## config.mk

```make
export PLATFORM = sky130hd
export DESIGN_NAME = seg7_scan_driver
export DESIGN_NICKNAME = d
export VERILOG_FILES = /design/src/rtl/seg7_scan_driver.sv
export SDC_FILE = /design/constraint.sdc
export NUM_CORES = 1
export LEC_CHECK = 0
export CELL_PAD_IN_SITES_DETAIL_PLACEMENT = 1
export CELL_PAD_IN_SITES_GLOBAL_PLACEMENT = 1
export CORE_AREA = 10 10 104 106
export CTS_CLUSTER_DIAMETER = 80
export DETAILED_ROUTE_END_ITERATION = 6
export DIE_AREA = 0 0 114 116
export MAX_ROUTING_LAYER = met4
export PLACE_DENSITY = 0.72
export SYNTH_ARGS = -nofsm -noshare
export SYNTH_HDL_FRONTEND = slang
export SYNTH_SLANG_ARGS = --single-unit
```

## constraint.sdc

```tcl
create_clock -name clk -period 1.9 [get_ports clk]
set_input_delay 0.38 -clock clk [delete_from_list [all_inputs] [get_ports clk]]
set_output_delay 0.38 -clock clk [all_outputs]
set_load 0.02 [all_outputs]
```

## src/rtl/seg7_scan_driver.sv

```systemverilog
// seg7_scan_driver: double-buffered, time-multiplexed hex driver for common-anode 7-segment digits; define SEG7_LZB_EN for leading-zero blanking
module seg7_scan_driver #(
    parameter int NUM_DIGITS = 4,
    parameter int SCAN_DIV   = 50000,
    parameter int DIV_WIDTH  = 16
) (
    input  logic                    clk,
    input  logic                    rst,
    input  logic                    load,
    input  logic [4*NUM_DIGITS-1:0] din,
    input  logic [NUM_DIGITS-1:0]   dp_in,
    input  logic [NUM_DIGITS-1:0]   blank,
    output logic [6:0]              seg,
    output logic                    dp,
    output logic [NUM_DIGITS-1:0]   an,
    output logic                    frame
);
    localparam int IW = NUM_DIGITS > 1 ? $clog2(NUM_DIGITS) : 1;
    localparam logic [6:0] GLYPH [16] = '{
        7'b0000001, 7'b1001111, 7'b0010010, 7'b0000110,
        7'b1001100, 7'b0100100, 7'b0100000, 7'b0001111,
        7'b0000000, 7'b0000100, 7'b0001000, 7'b1100000,
        7'b0110001, 7'b1000010, 7'b0110000, 7'b0111000
    };
    logic [DIV_WIDTH-1:0]    cnt;
    logic [IW-1:0]           idx;
    logic [4*NUM_DIGITS-1:0] act_d, pend_d;
    logic [NUM_DIGITS-1:0]   act_p, pend_p, sup;
    logic                    pend_vld, last, bnd, blk;
    logic [3:0]              nib;
    assign last = cnt == DIV_WIDTH'(SCAN_DIV - 1);
    assign bnd  = last && idx == IW'(NUM_DIGITS - 1);
    assign nib  = act_d[4*idx +: 4];
    assign blk  = blank[idx] | sup[idx];
`ifdef SEG7_LZB_EN
    logic run;
    // a digit above 0 is suppressed while it and every more-significant active nibble are zero
    always_comb begin
        run = 1'b1;
        sup = '0;
        for (int k = NUM_DIGITS - 1; k >= 1; k--) begin
            run = run && act_d[4*k +: 4] == 4'h0;
            sup[k] = run;
        end
    end
`else
    assign sup = '0;
`endif
    // slot prescaler and digit index
    always_ff @(posedge clk) begin
        if (rst) begin
            cnt <= '0;
            idx <= '0;
        end else begin
            cnt <= last ? '0 : cnt + 1'b1;
            if (last) idx <= idx == IW'(NUM_DIGITS - 1) ? '0 : idx + 1'b1;
        end
    end
    // pending/active buffers; active only changes at a frame boundary so a frame never tears
    always_ff @(posedge clk) begin
        if (rst) begin
            act_d    <= '0;
            act_p    <= '0;
            pend_d   <= '0;
            pend_p   <= '0;
            pend_vld <= 1'b0;
        end else if (bnd) begin
            act_d    <= load ? din : pend_vld ? pend_d : act_d;
            act_p    <= load ? dp_in : pend_vld ? pend_p : act_p;
            pend_vld <= 1'b0;
        end else if (load) begin
            pend_d   <= din;
            pend_p   <= dp_in;
            pend_vld <= 1'b1;
        end
    end
    // registered pin drive; last cycle of each slot is a dead cycle with all anodes off
    always_ff @(posedge clk) begin
        if (rst) begin
            seg   <= 7'h7F;
            dp    <= 1'b1;
            an    <= '1;
            frame <= 1'b0;
        end else begin
            frame <= bnd;
            an    <= last ? '1 : ~(NUM_DIGITS'(1) << idx);
            seg   <= (last || blk) ? 7'h7F : GLYPH[nib];
            dp    <= last || blank[idx] || !act_p[idx];
        end
    end
endmodule
```

==> results by group, run 1 <==
Global routing
  – Initial antenna violation count: 0
  – GRT overflow: 0
  – First-pass GRT wire length: 13.17 mm
  – Pin count of the biggest net entering global routing: 43
  – GR Util All Layers: 12.63%
  – Vias in the first global route: 2,637

Setup path
  – Worst Path Max Fanout: 7
  – CP max stage cell: dfxtp_1
  – CP top delay family: simple AND/OR/NAND/NOR gates
  – Buf/Inv on CP: 1
  – Worst EP required: 2.13 ns
  – Arr. time, crit path: 2.04 ns
  – CP max stage delay: 0.38 ns
  – WS Path Type: reg -> reg
  – Crit start category: flop
  – CP startpoint: cnt[1]
  – Critical path cell sequence: ha_4 > and3_1 > nand4_1 > o21ai_2 > buf_6 > mux2i_1 > nor2_1
  – FF-to-FF Start: cnt[1]
  – Worst Setup End Kind: flop

Clock network
  – CTS tree: done
  – Clock Sinks: 72
  – TritonCTS Buffers: 9
  – Root Buffer: clkbuf_8
  – Clock transition at the registers of the reported paths: 0.08 ns
  – H-Tree Depth: 3
  – Later-pin clock latency in the skew report: 0.35 ns
  – Hold_buf cts: 0
  – Clock buffer depth: 2

Pwr
  – VDD IR max: 0.3672 mV
  – Sequential power share: 49.3%
  – Switching power: 762.6 uW
  – PD cells: 725.8 nW/um2
  – Leakage power: 1.690 nW
  – Total power draw: 3.178 mW
  – Comb pwr share: 7.9%
  – Clk pwr share: 42.8%
  – Internal power: 2.416 mW
  – Sw Ratio: 23.99%

Routing
  – WL/cell: 16.80 um
  – Avg Vias per Cell: 5.127
  – Drt total wl: 8.368 mm
  – First-pass detailed-route iteration total: 4
  – Routed Antenna Nets: 0
  – Via count: 2,553
  – Remaining DRCs: 0
  – Drt first-iter violations: 63

Min path
  – HP Class: in -> reg
  – Hold_sp: rst

Floorplan
  – Site Rows: 34
  – Die area: 13,220 um2
  – I/O pins: 40
  – Starting density of the core: 38.45%
  – Placeable core region: 8678 um2
  – Die W: 114 um
  – Chip height: 116 um

Logic synthesis
  – Syn Area/Cell: 10.24 um2
  – Post-synth EDFFs: 0
  – Main synth FF type: dfxtp_1
  – Post-synthesis cell type count: 39
  – Sequential fraction of the synthesis area: 43.19%
  – Syn nets: 364
  – Yosys reg bits: 72
  – Async SR Flop Fraction: 0%
  – Syn Std Cell Area: 3337 um2
  – Gate Count Post-Synth: 326
  – Yosys warns: 0

Cells and area
  – Most frequent cells in the layout: dfxtp_1, nor2_1, mux2i_1, clkdlybuf4s50_1
  – Final core utilization: 50.46%
  – Nets: 423
  – Commonest non-fill, non-tap cell in the layout: dfxtp_1
  – Ant. Diodes: 0
  – Share of layout cells above drive strength 1: 25.13%
  – Area growth from synthesis to layout: 31.23%

Place
  – Detailed Place HPWL: 5.577 mm
  – Placer Congestion: 0.7719
  – Number of port buffers: 39
  – Dpl ws: -0.05509 ns

Timing
  – Final setup skew: 0.01145 ns
  – Finish-stage setup viols: 0
  – Final Cycle Share: 95.60%
  – Peak Freq: 550.6 MHz
  – Slew Limit Fails: 0
  – Slew HR: 61.02%
  – Tmin final: 1.816 ns
  – Final hold violations: 0
  – WHS: 0.2564 ns
  – Slew @ Worst Pin: 0.5847 ns
  – Final setup margin: 0.08367 ns

Run
  – Number of max-cap violations: 0

Run status
  – Outcome: completed
[power by group through the flow]
stage               Clock [mW]  Sequential, mW  Combinational (mW)
finish                    1.36            1.57               0.252
global route              1.45            1.57               0.276
CTS                       1.40            1.57               0.255
detailed placement           0            1.60               0.252
global placement             0            1.60               0.248
floorplan                    0            1.61               0.128
[worst reg2reg max path: stages (launching register included)]
cell and delay (ns):
dfxtp_1 0.38, ha_4 0.17, and3_1 0.20, nand4_1 0.19, o21ai_2 0.29, buf_6 0.19
mux2i_1 0.23, nor2_1 0.05
[logic make-up after synthesis]
| family | count (synthesis) | share of synthesized area, % |
|---|---|---|
| fa+ha+maj | 11 | 4.124 |
| xor+xnor | 13 | 3.412 |
| compound gates | 37 | 10.80 |
| mux | 56 | 18.52 |
| simple gates | 111 | 15.79 |
| flops | 72 | 43.19 |
| buf+inv | 26 | 4.162 |
[synth_stat cells, types with 2 or more instances]
master	number	area share, %
a211oi_2	20	7.5
a21oi_1	6	0.90
and2_1	2	0.37
and3_1	4	0.75
and4_1	3	0.79
buf_2	3	0.45
buf_4	6	1.3
buf_6	2	0.67
clkbuf_1	10	1.1
dfxtp_1	72	43
ha_1	11	4.1
inv_1	5	0.56
mux2_2	6	2.0
mux2i_1	46	14
mux4_2	4	2.7
nand2_1	17	1.9
nand3_1	9	1.3
nand4_1	2	0.37
nor2_1	63	7.1
nor3_1	2	0.30
o21ai_0	3	0.45
o221ai_1	2	0.53
xnor2_1	7	1.8
xor2_1	6	1.6
[layout make-up]
cell class                 instances  area, um2
clock buffer                       9      123.9
clock inverter                     7      96.34
fill                             978       4299
inverter                           5      21.27
multi-input combinational        228       1852
sequential                        72       1446
tap                              108      135.1
timing repair buffer              69      704.4
[registers in the layout, indices dropped and copies added, names as in the netlist]
register  flops
seg           7
pend_vld      1
frame         1
dp            1
an            4
idx           2
act_d        16
pend_d       16
cnt          16
pend_p        4
act_p         4
[what timing repair did]
action / 4_1_cts / 5_1_grt
endpoints found under the hold margin: 0 / 0
cloned: 1 / 1
pin swaps: 2 / 5
setup buffers: 3 / 2
endpoints found under the setup margin: 34 / 46
gates resized for setup: 4 / 28
[final timing paths]
check                                 end  slack [ns]  cells past startpoint
worst min register to register     cnt[0]        0.44                      1
worst min-delay path                frame        0.26                      2
worst max register to register  pend_p[3]        0.08                      7
worst max-delay path            pend_p[3]        0.08                      7
[metal layers]
layer  global-route usage (%)  up-vias  part of all wire [%]  wire (um)
met3                    3.152       10                   3.8        314
met4                    5.514        0                   1.6        131
met2                    19.36       49                    48       4036
li1                         -     1262                     -          -
met5                        -        -                     0          0
met1                    15.42     1232                    46       3885
[stage by stage]
step	TNS, ns	cells	instance area, um2
2_1_floorplan	0	326	3346
3_3_place_gp	0	475	3954
3_5_place_dp	-0.2193	475	3954
4_1_cts	0	495	4229
5_1_grt	-0.04034	498	4379
6_report	0	498	4379
Power figures use the tool's default switching activity.
==> run 2: changes to the inputs <==
CORE_AREA = 3 3 97 99   (was 10 10 104 106)
DIE_AREA = 0 0 100 102   (was 0 0 114 116)
SLEW_MARGIN = 25   (was default)
==> run 2 against run 1 <==
Net effect: final area is 1.1% lower; cell count is 0.20% higher; combinational power is 5% higher; worst hold slack better by 0.19 ns; critical path depth stayed put; clock power hardly changed; first-iteration DRC count is 11% higher; largest cell class unchanged.
==> results by group, run 2 (same netlist as run 1, synthesis figures left out) <==
Run status
  – Outcome: completed (unchanged)

Routing
  – First-pass detailed-route iteration total: 4 (unchanged)
  – Avg Vias per Cell: 5.160 (was 5.127)
  – WL/cell: 16.12 um (was 16.80 um)
  – Via count: 2,575 (was 2,553)
  – Routed Antenna Nets: 0 (unchanged)
  – Remaining DRCs: 0 (unchanged)
  – Drt total wl: 8.044 mm (was 8.368 mm)
  – Drt first-iter violations: 70 (was 63)

Cells and area
  – Number of fillers in the final layout: 977 (was 978)
  – Nets: 425 (was 423)
  – Post-route cell area: 4332 um2 (was 4379 um2)
  – Ant. Diodes: 0 (unchanged)
  – Share of layout cells above drive strength 1: 24.55% (was 25.13%)
  – Most frequent cells in the layout: dfxtp_1, nor2_1, mux2i_1, clkdlybuf4s50_1, buf_4 (was dfxtp_1, nor2_1, mux2i_1, clkdlybuf4s50_1)
  – Area growth from synthesis to layout: 29.81% (was 31.23%)
  – Top flop regs: act_d (16), cnt (16), pend_d (16) (unchanged)
  – Commonest non-fill, non-tap cell in the layout: dfxtp_1 (unchanged)

Timing
  – Slew HR: 80.59% (was 61.02%)
  – Final hold violations: 0 (unchanged)
  – Tmin final: 1.825 ns (was 1.816 ns)
  – Final setup margin: 0.07466 ns (was 0.08367 ns)
  – Finish-stage setup viols: 0 (unchanged)
  – Slew Limit Fails: 0 (unchanged)
  – Final setup skew: 0.01499 ns (was 0.01145 ns)
  – Peak Freq: 547.8 MHz (was 550.6 MHz)
  – WHS: 0.4511 ns (was 0.2564 ns)
  – Final Cycle Share: 96.07% (was 95.60%)
  – Slew @ Worst Pin: 0.2830 ns (was 0.5847 ns)

Clock network
  – Clock transition at the registers of the reported paths: 0.08 ns (about the same)
  – TritonCTS Buffers: 9 (unchanged)
  – Hold_buf cts: 0 (unchanged)
  – Later-pin clock latency in the skew report: 0.34 ns (was 0.35 ns)
  – Clock Sinks: 72 (unchanged)
  – Clock buffer depth: 2 (unchanged)
  – CTS tree: done (unchanged)
  – H-Tree Depth: 3 (unchanged)
  – Root Buffer: clkbuf_8 (unchanged)

Setup path
  – Arr. time, crit path: 2.09 ns (was 2.04 ns)
  – Worst Path Max Fanout: 6 (was 7)
  – WS Path Type: reg -> reg (unchanged)
  – Crit start category: flop (unchanged)
  – Worst EP required: 2.17 ns (was 2.13 ns)
  – Worst Setup End Kind: flop (unchanged)

Global routing
  – GRT overflow: 0 (unchanged)
  – First-pass GRT wire length: 13.23 mm (was 13.17 mm)
  – GR Util All Layers: 16.81% (was 12.63%)
  – Initial antenna violation count: 0 (unchanged)
  – Pin count of the biggest net entering global routing: 25 (was 43)
  – Vias in the first global route: 2,655 (was 2,637)

Floorplan
  – Chip height: 102 um (was 116 um)
  – Site Rows: 34 (unchanged)
  – Die area: 10,200 um2 (was 13,220 um2)
  – Starting density of the core: 38.64% (was 38.45%)
  – I/O pins: 40 (unchanged)
  – Placeable core region: 8636 um2 (was 8678 um2)
  – Die W: 100 um (was 114 um)

Pwr
  – PD cells: 734.5 nW/um2 (was 725.8 nW/um2)
  – VDD IR max: 0.4172 mV (was 0.3672 mV)
  – Leakage power: 1.705 nW (was 1.690 nW)

Min path
  – HP Class: reg -> reg (was in -> reg)

Place
  – Area of placed instances: 3971 um2 (was 3954 um2)
  – Number of port buffers: 39 (unchanged)
  – Dpl ws: -0.08040 ns (was -0.05509 ns)
  – Detailed Place HPWL: 5.503 mm (was 5.577 mm)
  – Placer Congestion: 0.8258 (was 0.7719)

Run
  – Number of max-cap violations: 0 (unchanged)
==> run 2: path summary, 6_finish.rpt <==
path	start	endpoint	slack, ns	depth (start not counted)
max	idx[0]	seg[6]	0.07	7
min	cnt[0]	cnt[0]	0.45	1
max reg2reg	idx[0]	seg[6]	0.07	7
min reg2reg	cnt[0]	cnt[0]	0.45	1
==> run 2: repair_timing <==
item                                    in CTS  in global routing
setup buffers                                1                  2
gates resized for setup                      6                 15
endpoints found under the setup margin      17                 42
pin swaps                                    0                  5
gates cloned                                 1                  1
==> run 2: worst max-delay path, stage by stage, from the launching register on <==
cell and delay [ns]:
dfxtp_4 0.39, mux4_2 0.59, inv_2 0.11, ha_2 0.20, mux2i_1 0.08, a21oi_1 0.16
a21oi_1 0.08, o21ai_0 0.14
==> run 2: per-layer routing <==
layer | share of wire [%] | track usage [%] | up-vias
met2 | 47 | 26.83 | 45
met1 | 48 | 21.66 | 1252
met3 | 3.5 | 2.867 | 13
met4 | 1.6 | 5.803 | 0
met5 | 0 | - | -
li1 | - | - | 1265
==> run 2: final cells by class <==
| type | instances | area (um2) | area share, % |
|---|---|---|---|
| multi-input cells | 228 | 1812 | 41.83 |
| flip-flops and latches | 72 | 1455 | 33.59 |
| repair buffers | 71 | 691.9 | 15.97 |
| clock buffers | 10 | 137.6 | 3.177 |
| well taps | 108 | 135.1 | 3.120 |
| clock inverters | 5 | 81.33 | 1.878 |
| inverters | 5 | 18.77 | 0.4333 |
==> run 2: through the flow <==
step | setup TNS [ns] | std cells | power (mW) | util (%)
after CTS | 0 | 496 | 3.205 | 49.13
after global routing | -0.006273 | 499 | 3.310 | 50.16
after floorplan | 0 | 326 | 1.736 | -
final | 0 | 499 | 3.182 | 50.16
after detailed placement | -0.1304 | 479 | 1.855 | 45.99
after global placement | 0 | 479 | 1.846 | 45.99
==> run 2: report_power, final <==
part	internal, mW	total, mW	leakage, nW	switching (mW)
Sequential	1.55	1.57	0.591	0.0210
Clock	0.768	1.35	0.108	0.582
Combinational	0.137	0.264	1.01	0.126
